<file path="config.mk">
export PLATFORM = sky130hd
export DESIGN_NAME = axi_rom_read_arbiter
export DESIGN_NICKNAME = d
export VERILOG_FILES = /design/src/rtl/axi_rom_read_arbiter.sv
export SDC_FILE = /design/constraint.sdc
export NUM_CORES = 1
export LEC_CHECK = 0
export CAP_MARGIN = 10
export CORE_AREA = 2 2 135 137
export CTS_BUF_LIST = sky130_fd_sc_hd__clkbuf_4
export DETAILED_ROUTE_END_ITERATION = 8
export DIE_AREA = 0 0 137 139
export HOLD_SLACK_MARGIN = 0.12
export SYNTH_ARGS = -nofsm -noshare
export SYNTH_HDL_FRONTEND = slang
export SYNTH_SLANG_ARGS = --single-unit
</file>
<file path="constraint.sdc">
create_clock -name clk_i -period 8.3 [get_ports clk_i]
set_clock_uncertainty 0.15 [all_clocks]
set_input_delay 2.49 -clock clk_i [delete_from_list [all_inputs] [get_ports clk_i]]
set_output_delay 2.49 -clock clk_i [all_outputs]
set_load 0.02 [all_outputs]
</file>
<file path="src/rtl/axi_rom_read_arbiter.sv">
// Round-robin arbiter sharing a one-cycle-latency ROM between two AXI-Lite read ports.
// Define AXI_ROM_ARB_RANGE_CHECK_EN to answer out-of-window reads with SLVERR instead of wrapping.
module axi_rom_read_arbiter #(
  parameter logic [63:0] MEM_BASE = 64'h1000,
  parameter int          MEM_SIZE = 12,
  parameter int          DW       = 64,
  localparam int         AW       = MEM_SIZE,
  localparam int         LSB      = $clog2(DW/8),
  localparam int         MAW      = 1 + AW - LSB
) (
  input  logic           clk_i,
  input  logic           arst_i,
  input  logic           ar0_valid_i,
  output logic           ar0_ready_o,
  input  logic [63:0]    ar0_addr_i,
  input  logic [2:0]     ar0_prot_i,
  output logic           r0_valid_o,
  input  logic           r0_ready_i,
  output logic [DW-1:0]  r0_data_o,
  output logic [1:0]     r0_resp_o,
  input  logic           ar1_valid_i,
  output logic           ar1_ready_o,
  input  logic [63:0]    ar1_addr_i,
  input  logic [2:0]     ar1_prot_i,
  output logic           r1_valid_o,
  input  logic           r1_ready_i,
  output logic [DW-1:0]  r1_data_o,
  output logic [1:0]     r1_resp_o,
  output logic           mem_en_o,
  output logic [MAW-1:0] mem_addr_o,
  input  logic [DW-1:0]  mem_rdata_i
);

  typedef enum logic [1:0] {IDLE, DATA, RESP} state_e;

  state_e        state_q, state_d;
  logic          sel_q, sel_d;
  logic          last_q, last_d;
  logic [DW-1:0] rdata_q, rdata_d;
  logic [1:0]    resp_q, resp_d;

  logic          any_req;
  logic          gnt;
  logic [63:0]   req_addr;
  logic [2:0]    req_prot;
  logic [64:0]   diff;
  logic          in_range;
  logic          unused_bits;

  // On a tie the port that did not win last time is chosen; a lone requester always wins.
  assign any_req  = ar0_valid_i | ar1_valid_i;
  assign gnt      = (ar0_valid_i & ar1_valid_i) ? ~last_q : ar1_valid_i;
  assign req_addr = gnt ? ar1_addr_i : ar0_addr_i;
  assign req_prot = gnt ? ar1_prot_i : ar0_prot_i;

  // 65-bit difference: bit 64 flags addr < base, so the window test cannot overflow.
  assign diff = {1'b0, req_addr} - {1'b0, MEM_BASE};

`ifdef AXI_ROM_ARB_RANGE_CHECK_EN
  assign in_range    = ~diff[64] && (diff[63:AW] == '0);
  assign unused_bits = ^{ar0_prot_i[2], ar0_prot_i[0], ar1_prot_i[2], ar1_prot_i[0], diff[LSB-1:0]};
`else
  assign in_range    = 1'b1;
  assign unused_bits = ^{ar0_prot_i[2], ar0_prot_i[0], ar1_prot_i[2], ar1_prot_i[0], diff[LSB-1:0],
                         diff[64:AW]};
`endif

  assign mem_addr_o = {req_prot[1], diff[AW-1:LSB]};

  always_ff @(posedge clk_i or posedge arst_i) begin
    if (arst_i) begin
      state_q <= IDLE;
      sel_q   <= 1'b0;
      last_q  <= 1'b1;
      rdata_q <= '0;
      resp_q  <= 2'b00;
    end else begin
      state_q <= state_d;
      sel_q   <= sel_d;
      last_q  <= last_d;
      rdata_q <= rdata_d;
      resp_q  <= resp_d;
    end
  end

  always_comb begin
    state_d = state_q;
    sel_d   = sel_q;
    last_d  = last_q;
    rdata_d = rdata_q;
    resp_d  = resp_q;
    unique case (state_q)
      IDLE: begin
        if (any_req) begin
          sel_d  = gnt;
          last_d = gnt;
          if (in_range) begin
            state_d = DATA;
          end else begin
            rdata_d = '0;
            resp_d  = 2'b10;
            state_d = RESP;
          end
        end
      end
      DATA: begin
        rdata_d = mem_rdata_i;
        resp_d  = 2'b00;
        state_d = RESP;
      end
      RESP: begin
        if (sel_q ? r1_ready_i : r0_ready_i) state_d = IDLE;
      end
      default: state_d = IDLE;
    endcase
  end

  always_comb begin
    ar0_ready_o = (state_q == IDLE) && any_req && !gnt;
    ar1_ready_o = (state_q == IDLE) && any_req && gnt;
    mem_en_o    = (state_q == IDLE) && any_req && in_range;
    r0_valid_o  = (state_q == RESP) && !sel_q;
    r1_valid_o  = (state_q == RESP) && sel_q;
    r0_data_o   = rdata_q;
    r1_data_o   = rdata_q;
    r0_resp_o   = resp_q;
    r1_resp_o   = resp_q;
  end

endmodule

</file>
==> results.json, run 1 <==
{
  "outcome": "complete, no violations",
  "synth_most_common_cell": "buf_4",
  "crit_path_top_delay_cell": "clkdlybuf4s50_1",
  "postCtsHoldBufs": 0,
  "p_seq_frac": 0.262,
  "vias": 2397,
  "root_buffer": "clkbuf_4",
  "ios": 351,
  "firstDrtPassIters": 4,
  "nets": 615,
  "grt_use_total": 0.0998,
  "start_util": 0.195,
  "p_leak_nw": 2.40,
  "synth-seq-cells": 68,
  "cap_violations": 0,
  "fillerInstances": 1731,
  "slew_violations": 0,
  "p_clk_frac": 0.086,
  "netlist_area_um2": 3450,
  "crit_arrival_ns": 4.54,
  "synth_top_family_by_area": "multiplexers",
  "setup.worst_path.start_class": "input port",
  "drive_gt1_frac": 0.233,
  "port_buffers": 232,
  "fmax_mhz": 139,
  "post-cts-setup-buffers": 0,
  "die_w_um": 137,
  "vias_per_cell": 3.71,
  "clk_path_buf_depth": 2,
  "routedWlPerCell_um": 14.8,
  "grt_pass1_vias": 2480,
  "antenna_found_initial": 1,
  "cts_max_level": 3,
  "ys.warnings.count": 0,
  "synthTopCellsByArea": "dfrtp_1 49%, mux2_4 21%, buf_4 15%",
  "wirelength_um": 9580,
  "coreArea_um2": 17700,
  "p_total_mw": 2.52,
  "grt-ovfl-total": 0,
  "ir_worst_vdd_mv": 0.194,
  "hold_viol_final": 0,
  "r2r-start": "state_q[0]",
  "synthSimpleGateAreaFrac": 0.0189,
  "slowest_delay_ns": 0.57,
  "criticalPathCategory": "input port to primary output",
  "cp-end-kind": "primary output",
  "synth_compound_gate_area_share": 0.0138,
  "rows": 49,
  "power_frac_comb": 0.652,
  "pre_cts_ws_ns": 1.09,
  "grt_max_degree": 69,
  "synth_seq_area_share": 0.494,
  "cts_resized": 0,
  "p_int_mw": 1.50,
  "synth_ff_type": "dfrtp_1",
  "worst_slack_ns": 1.12,
  "syn_to_final_growth_pct": 63.9,
  "synthCells": 239,
  "post-route-period-util": 0.865,
  "max_slew_margin": 0.408,
  "worstSkewPairLatency_ns": 0.43,
  "ant_nets": 0,
  "p_per_area_nw_per_um2": 446,
  "cts_buffers": 9,
  "muxShareOfSynthArea": 0.298,
  "drc_errors": 0,
  "post_synth.cell_area_avg_um2": 14.4,
  "fin_util": 0.320,
  "async_flop_share": 1.00,
  "synth_common_cells": "69 x buf_4, 67 x dfrtp_1, 49 x mux2_4",
  "switching_share": 0.404,
  "cts_tree": "built",
  "fp.dieArea_um2": 19000,
  "min_from": "last_q",
  "cts_sinks": 68,
  "worst_slew_pin_slew_ns": 0.887,
  "synth_top_area_frac": 0.486,
  "synth-edff-count": 0,
  "dp.final_hpwl_um": 7120,
  "grt_pass1_wl_um": 14100,
  "synth-adder-area-share": 0,
  "synth_xor_area_frac": 0,
  "dr.first_iter.drc_count": 57,
  "crit_start": "ar1_valid_i",
  "setup_viol": 0,
  "fin_tns_setup_ns": 0,
  "crit_chain": "clkdlybuf4s50_1 > a21boi_2 > mux2_2 > clkdlybuf4s50_1",
  "place_congestion": 0.692,
  "clkTransAtPathRegs_ns": 0.11,
  "critPathRequiredTime_ns": 5.66,
  "path_max_fanout": 11,
  "hold_path_class": "flip-flop to flip-flop",
  "synth_top_cell_by_area": "dfrtp_1",
  "die_h_um": 139,
  "p_sw_mw": 1.02,
  "yosys.cell_types.count": 20,
  "rsz0062_at_grt": "false",
  "period_needed_ns": 7.18,
  "critPathMostFrequentCell": "clkdlybuf4s50_1"
}
## worst max-delay path: cells and delay by family
family	cells	cell delay, ns
compound gates	1	0.52
buf+inv	2	1.13
mux	1	0.39
## power by group through the flow
stage / Combinational, mW / Sequential [mW] / Clock [mW]
after floorplan: 0.914 / 0.831 / 0
after global placement: 1.66 / 0.658 / 0
after detailed placement: 1.66 / 0.671 / 0
after CTS: 1.67 / 0.666 / 0.235
after global routing: 1.74 / 0.689 / 0.249
final: 1.64 / 0.660 / 0.217
## stage by stage
stage | cell area, µm² | cells | hold slack (ns)
6_report | 5650 | 646 | 0.367
4_1_cts | 5620 | 644 | 0.374
3_3_place_gp | 5490 | 628 | 0.331
2_1_floorplan | 3460 | 242 | 0.317
3_5_place_dp | 5490 | 628 | 0.351
5_1_grt | 5650 | 646 | 0.395
## flip-flops by register name, summed over array words and instances (netlist names)
name / flops
last_q: 1
r0_data_o: 64
state_q: 2
sel_q: 1
## cell type report
cell class	instances	area, µm²	share of cell area
multi-input cells	95	1160	0.205
clock inverters	7	67.6	0.0120
diodes	1	2.50	0.000443
inverters	3	12.5	0.00221
well taps	229	287	0.0507
repair buffers	234	2360	0.417
flip-flops and latches	68	1700	0.301
clock buffers	9	67.6	0.0120
## layout by cell type, fill, tap and decap left out
cell and n:
clkdlybuf4s50_1 232, dfrtp_1 67, mux2_4 49, mux2_2 26, clkbuf_4 9, conb_1 4
nor2_1 3, clkinv_2 3, o21a_1 2, nand2b_1 2, and2_1 2, inv_1 2
clkinvlp_4 2, diode_2 1, nand2b_4 1, a21boi_2 1, and3_1 1, or3b_2 1
a22oi_1 1, a32oi_1 1, o21ai_0 1, clkinv_4 1, bufinv_16 1, clkinv_1 1
dfstp_2 1, buf_16 1, buf_4 1
## worst paths after layout
check,depth (start not counted),endpoint,slack [ns]
min,2,last_q,0.37
max,4,mem_addr_o[8],1.12
min reg2reg,2,last_q,0.37
min in group asynchronous,3,r0_data_o[9],2.48
max reg2reg,3,r0_data_o[5],6.42
max in group asynchronous,3,r0_data_o[28],4.95
## layer usage
metal  track usage  share of wire
met5             0              0
met4        0.0488          0.018
met3        0.0475           0.13
met2         0.163           0.47
met1         0.107           0.38
## logic make-up after synthesis
kind of cell,Yosys count
buffers and inverters,79
muxes,75
DFF,68
and+or+nand+nor,10
AOI/OAI and AO/OA,6
other,1
No activity file was read; power rests on OpenSTA's default activity.
==> run 2: changes to the inputs <==
- RECOVER_POWER: unset -> 100
==> run 2 against run 1 <==
  * The run now ends with max-capacitance violations, max-slew violations left
  * Via count rose by 0.17%
  * Core utilization fell by 0.20 points
  * Maximum frequency shrank 2.4%
  * Register-to-register slack about the same
  * Sequential share of layout area up 0.19 points
  * Critical path type unchanged
  * Setup slack lost 0.18 ns
  * Clock power is essentially flat
  * Global-route usage is the same
==> results.json, run 2 (synthesis results as in run 1) <==
{
  "outcome": "finished, violations left",
  "violations": "max-capacitance violations, max-slew violations",
  "crit_arrival_ns": 4.72,
  "rrSetupSlack_ns": 6.43,
  "dr.first_iter.drc_count": 75,
  "layout_commonest_cell": "dlygate4sd3_1",
  "drive_gt1_frac": 0.209,
  "place_congestion": 0.692,
  "fin_cells": 647,
  "die_h_um": 139,
  "p_leak_nw": 2.41,
  "antenna_found_initial": 2,
  "setup_viol": 0,
  "cap_violations": 1,
  "vias": 2401,
  "hold_path_class": "flip-flop to flip-flop",
  "cts_tree": "built",
  "min_from": "last_q",
  "ir_worst_vdd_mv": 0.186,
  "rows": 49,
  "p_per_area_nw_per_um2": 418,
  "min_to": "last_q",
  "cp-end-kind": "primary output",
  "start_util": 0.195,
  "cts_sinks": 68,
  "grt_pass1_wl_um": 14100,
  "ios": 351,
  "max_slew_margin": -1.50,
  "p_total_mw": 2.35,
  "fin_util": 0.318,
  "firstDrtPassIters": 2,
  "min_path_cells": 2,
  "drc_errors": 0,
  "reg2reg_depth": 3,
  "largest_reg_flops": 64,
  "fin_tns_setup_ns": 0,
  "period_needed_ns": 7.36,
  "clkTransAtPathRegs_ns": 0.11,
  "worstReg2RegEnd": "r0_data_o[40]",
  "grt_max_degree": 69,
  "cts_buffers": 9,
  "grt-ovfl-total": 0,
  "coreArea_um2": 17700,
  "dp.final_hpwl_um": 7120,
  "rsz0062_at_grt": "false",
  "cts_max_level": 3,
  "hold_viol_final": 0,
  "post-cts-setup-buffers": 0,
  "fillerInstances": 1736,
  "r2r-start": "state_q[0]",
  "layout_common_cells": "201 x dlygate4sd3_1, 67 x dfrtp_1, 40 x mux2_4",
  "criticalPathCategory": "input port to primary output",
  "nets": 615,
  "fp.dieArea_um2": 19000,
  "grt_pass1_vias": 2480,
  "wirelength_um": 9480,
  "port_buffers": 232,
  "vias_per_cell": 3.71,
  "grt_use_total": 0.0998,
  "routedWlPerCell_um": 14.6,
  "cts_resized": 0,
  "worst_slew_pin_slew_ns": 3.76,
  "fmax_mhz": 136,
  "setup.worst_path.start_class": "input port",
  "worstSkewPairLatency_ns": 0.43,
  "syn_to_final_growth_pct": 62.9,
  "critPathRequiredTime_ns": 5.66,
  "root_buffer": "clkbuf_4",
  "clk_path_buf_depth": 2,
  "slew_violations": 69,
  "path_max_fanout": 11,
  "die_w_um": 137,
  "ant_nets": 0,
  "dp_cells": 628,
  "post-route-period-util": 0.887,
  "postCtsHoldBufs": 0
}
-- run 2: cell types whose count changed in the layout (fill, tap and decap cells not counted), sizes merged --
cell / before / now
clkinv: 5 / 4
clkinvlp: 2 / 3
clkdlybuf4s50: 232 / 31
dlygate4sd3: 0 / 201
buf: 2 / 1
clkbuf: 9 / 10
diode: 1 / 2
-- run 2: worst max-delay path, cell delays in order --
cell	delay, ns
dlygate4sd3_1	0.65
a21boi_2	0.52
mux2_2	0.39
dlygate4sd3_1	0.66
-- run 2: worst max path at each step --
stage / from / endpoint / slack, ns / cells after the start
floorplan: ar1_valid_i / mem_addr_o[0] / 2.45 / 3
global placement: ar1_valid_i / mem_addr_o[8] / 1.12 / 4
detailed placement: ar1_valid_i / mem_addr_o[8] / 1.09 / 4
CTS: ar1_valid_i / mem_addr_o[8] / 1.08 / 4
global route: ar1_valid_i / mem_addr_o[4] / 0.85 / 4
finish: ar1_valid_i / mem_addr_o[8] / 0.94 / 4
-- run 2: cell type report --
class | instances | area [µm²] | share of cell area
timing repair buffer | 234 | 2350 | 0.419
clock buffer | 9 | 67.6 | 0.0120
tap | 229 | 287 | 0.0510
clock inverter | 7 | 67.6 | 0.0120
inverter | 3 | 12.5 | 0.00223
multi-input combinational | 95 | 1120 | 0.200
sequential | 68 | 1700 | 0.303
antenna | 2 | 5.00 | 0.000891
-- run 2: routing by layer --
| metal | vias to the layer above | part of all wire | track usage |
|---|---|---|---|
| met4 | 0 | 0.018 | 0.0488 |
| met3 | 12 | 0.14 | 0.0475 |
| met5 | - | 0 | 0 |
| met1 | 1127 | 0.38 | 0.107 |
| met2 | 175 | 0.47 | 0.163 |
| li1 | 1087 | - | - |
-- run 2: per-stage QoR --
step / setup WS, ns / hold WS, ns / area [µm²]
6_report: 0.942 / 0.367 / 5620
5_1_grt: 0.848 / 0.395 / 5620
4_1_cts: 1.08 / 0.374 / 5620
3_5_place_dp: 1.09 / 0.351 / 5490
2_1_floorplan: 2.45 / 0.317 / 3460
3_3_place_gp: 1.12 / 0.331 / 5490
-- run 2: report_power, final --
group / total [mW] / switching [mW] / internal, mW
sequential: 0.644 / 0.138 / 0.507
clock: 0.217 / 0.127 / 0.0900
combinational: 1.48 / 0.731 / 0.753
total: 2.35 / 0.996 / 1.35
==> run 3: changes to the inputs <==
- CORE_AREA: 2 2 135 137 -> 2 2 137 139
- DIE_AREA: 0 0 137 139 -> 0 0 139 141
- PLACE_DENSITY: unset -> 0.68
==> run 3 against run 2 <==
  * The flow still finishes with violations (max-capacitance violations, max-slew violations)
  * Highest routed layer unchanged
  * First-iteration DRC count down 61%
  * Core utilization down 1.0 points
  * Largest power group unchanged
  * Setup slack worse by 0.34 ns
  * Largest cell class unchanged
==> results.json, run 3 (synthesis results as in run 1) <==
{
  "ir_worst_vdd_mv": 0.184,
  "post-cts-setup-buffers": 0,
  "root_buffer": "clkbuf_4",
  "setup.worst_path.start_class": "input port",
  "grt_pass1_wl_um": 15400,
  "m1WireLength_um": 4030,
  "fmax_mhz": 130,
  "post-route-period-util": 0.927,
  "critPathRequiredTime_ns": 5.66,
  "p_leak_nw": 2.42,
  "grt_pass1_vias": 2538,
  "max_slew_margin": -1.51,
  "topRoutingLayerUsed": "met4",
  "fin_tns_setup_ns": 0,
  "cts_resized": 0,
  "die_w_um": 139,
  "hold_path_class": "flip-flop to flip-flop",
  "port_buffers": 232,
  "setup_viol": 0,
  "cts_buffers": 9,
  "syn_to_final_growth_pct": 63.0,
  "die_h_um": 141,
  "cap_violations": 1,
  "drive_gt1_frac": 0.209,
  "antennaDiodeCount": 0,
  "rows": 50,
  "start_util": 0.189,
  "nets": 615,
  "hold_viol_final": 0,
  "coreArea_um2": 18300,
  "outcome": "finished, violations left",
  "cts_tree": "built",
  "p_per_area_nw_per_um2": 425,
  "grt_use_total": 0.107,
  "place_congestion": 0.830,
  "dp.final_hpwl_um": 7810,
  "vias_per_cell": 3.75,
  "rsz0062_at_grt": "false",
  "fin_area_um2": 5620,
  "largest_reg_flops": 64,
  "path_max_fanout": 11,
  "layout_commonest_cell": "dlygate4sd3_1",
  "cts_max_level": 3,
  "worst_slew_pin_slew_ns": 3.76,
  "cts_sinks": 68,
  "ios": 351,
  "slew_violations": 69,
  "grt-ovfl-total": 0,
  "period_needed_ns": 7.70,
  "routedWlPerCell_um": 15.5,
  "route.met2.wl_um": 4960,
  "crit_arrival_ns": 5.06,
  "dr.first_iter.drc_count": 29,
  "clk_path_buf_depth": 2,
  "firstDrtPassIters": 4,
  "postCtsHoldBufs": 0,
  "vias": 2437,
  "ant_nets": 0,
  "violations": "max-capacitance violations, max-slew violations",
  "drc_errors": 0,
  "cp-end-kind": "primary output",
  "grt_max_degree": 69,
  "placed_area_um2": 5500,
  "criticalPathCategory": "input port to primary output",
  "wirelength_um": 10100,
  "worstSkewPairLatency_ns": 0.42,
  "layout_common_cells": "193 x dlygate4sd3_1, 67 x dfrtp_1, 41 x mux2_4",
  "antenna_found_initial": 1,
  "fp.dieArea_um2": 19600,
  "route.met3.wl_um": 928,
  "clkTransAtPathRegs_ns": 0.11
}
-- run 3: changes by cell type in the layout (fill, tap and decap cells not counted), moves of 2 or more --
cell / previous run / this run
clkbuf_4: 9 / 11
clkdlybuf4s50_1: 31 / 39
diode_2: 2 / 0
dlygate4sd3_1: 201 / 193
-- run 3: power by group --
part	switching (mW)	internal, mW
logic	0.741	0.749
registers	0.141	0.507
clock network	0.122	0.128
total	1.00	1.38
-- run 3: final cells by class --
class	count	area [µm²]
Fill cell	1792	12600
Timing Repair Buffer	234	2330
Sequential cell	68	1700
Multi-Input combinational cell	95	1120
Tap cell	234	293
Clock buffer	11	82.6
Clock inverter	5	76.3
Inverter	3	12.5
-- run 3: critical path: stages --
cell	delay, ns
dlygate4sd3_1	0.64
a21boi_1	0.87
mux2_2	0.41
dlygate4sd3_1	0.64
-- run 3: per-layer routing --
metal / up-vias / track usage
met5: - / 0
met1: 1179 / 0.125
met3: 11 / 0.0438
met2: 166 / 0.178
met4: 0 / 0.0346
li1: 1081 / -
-- run 3: per-stage QoR --
stage                     setup slack, ns  utilization  hold slack, ns  power (mW)  cells
after global routing                0.492        0.308           0.376        2.52    650
after CTS                            1.04        0.310           0.371        2.60    650
after detailed placement             1.03        0.301           0.355        2.32    634
after global placement               1.09        0.301           0.327        2.31    634
after floorplan                      2.45            -           0.317        1.75    242
final                               0.604        0.308           0.354        2.39    650
-- run 3: path summary, 6_finish.rpt --
path	slack, ns	depth (start not counted)	to	start
worst min-delay path	0.35	2	last_q	last_q
min in group asynchronous	3.84	3	r0_data_o[38]	arst_i
worst max register to register	6.12	3	r0_data_o[6]	state_q[1]
worst min register to register	0.35	2	last_q	last_q
max in group asynchronous	2.06	3	r0_data_o[6]	arst_i
worst max-delay path	0.60	4	mem_addr_o[7]	ar1_valid_i
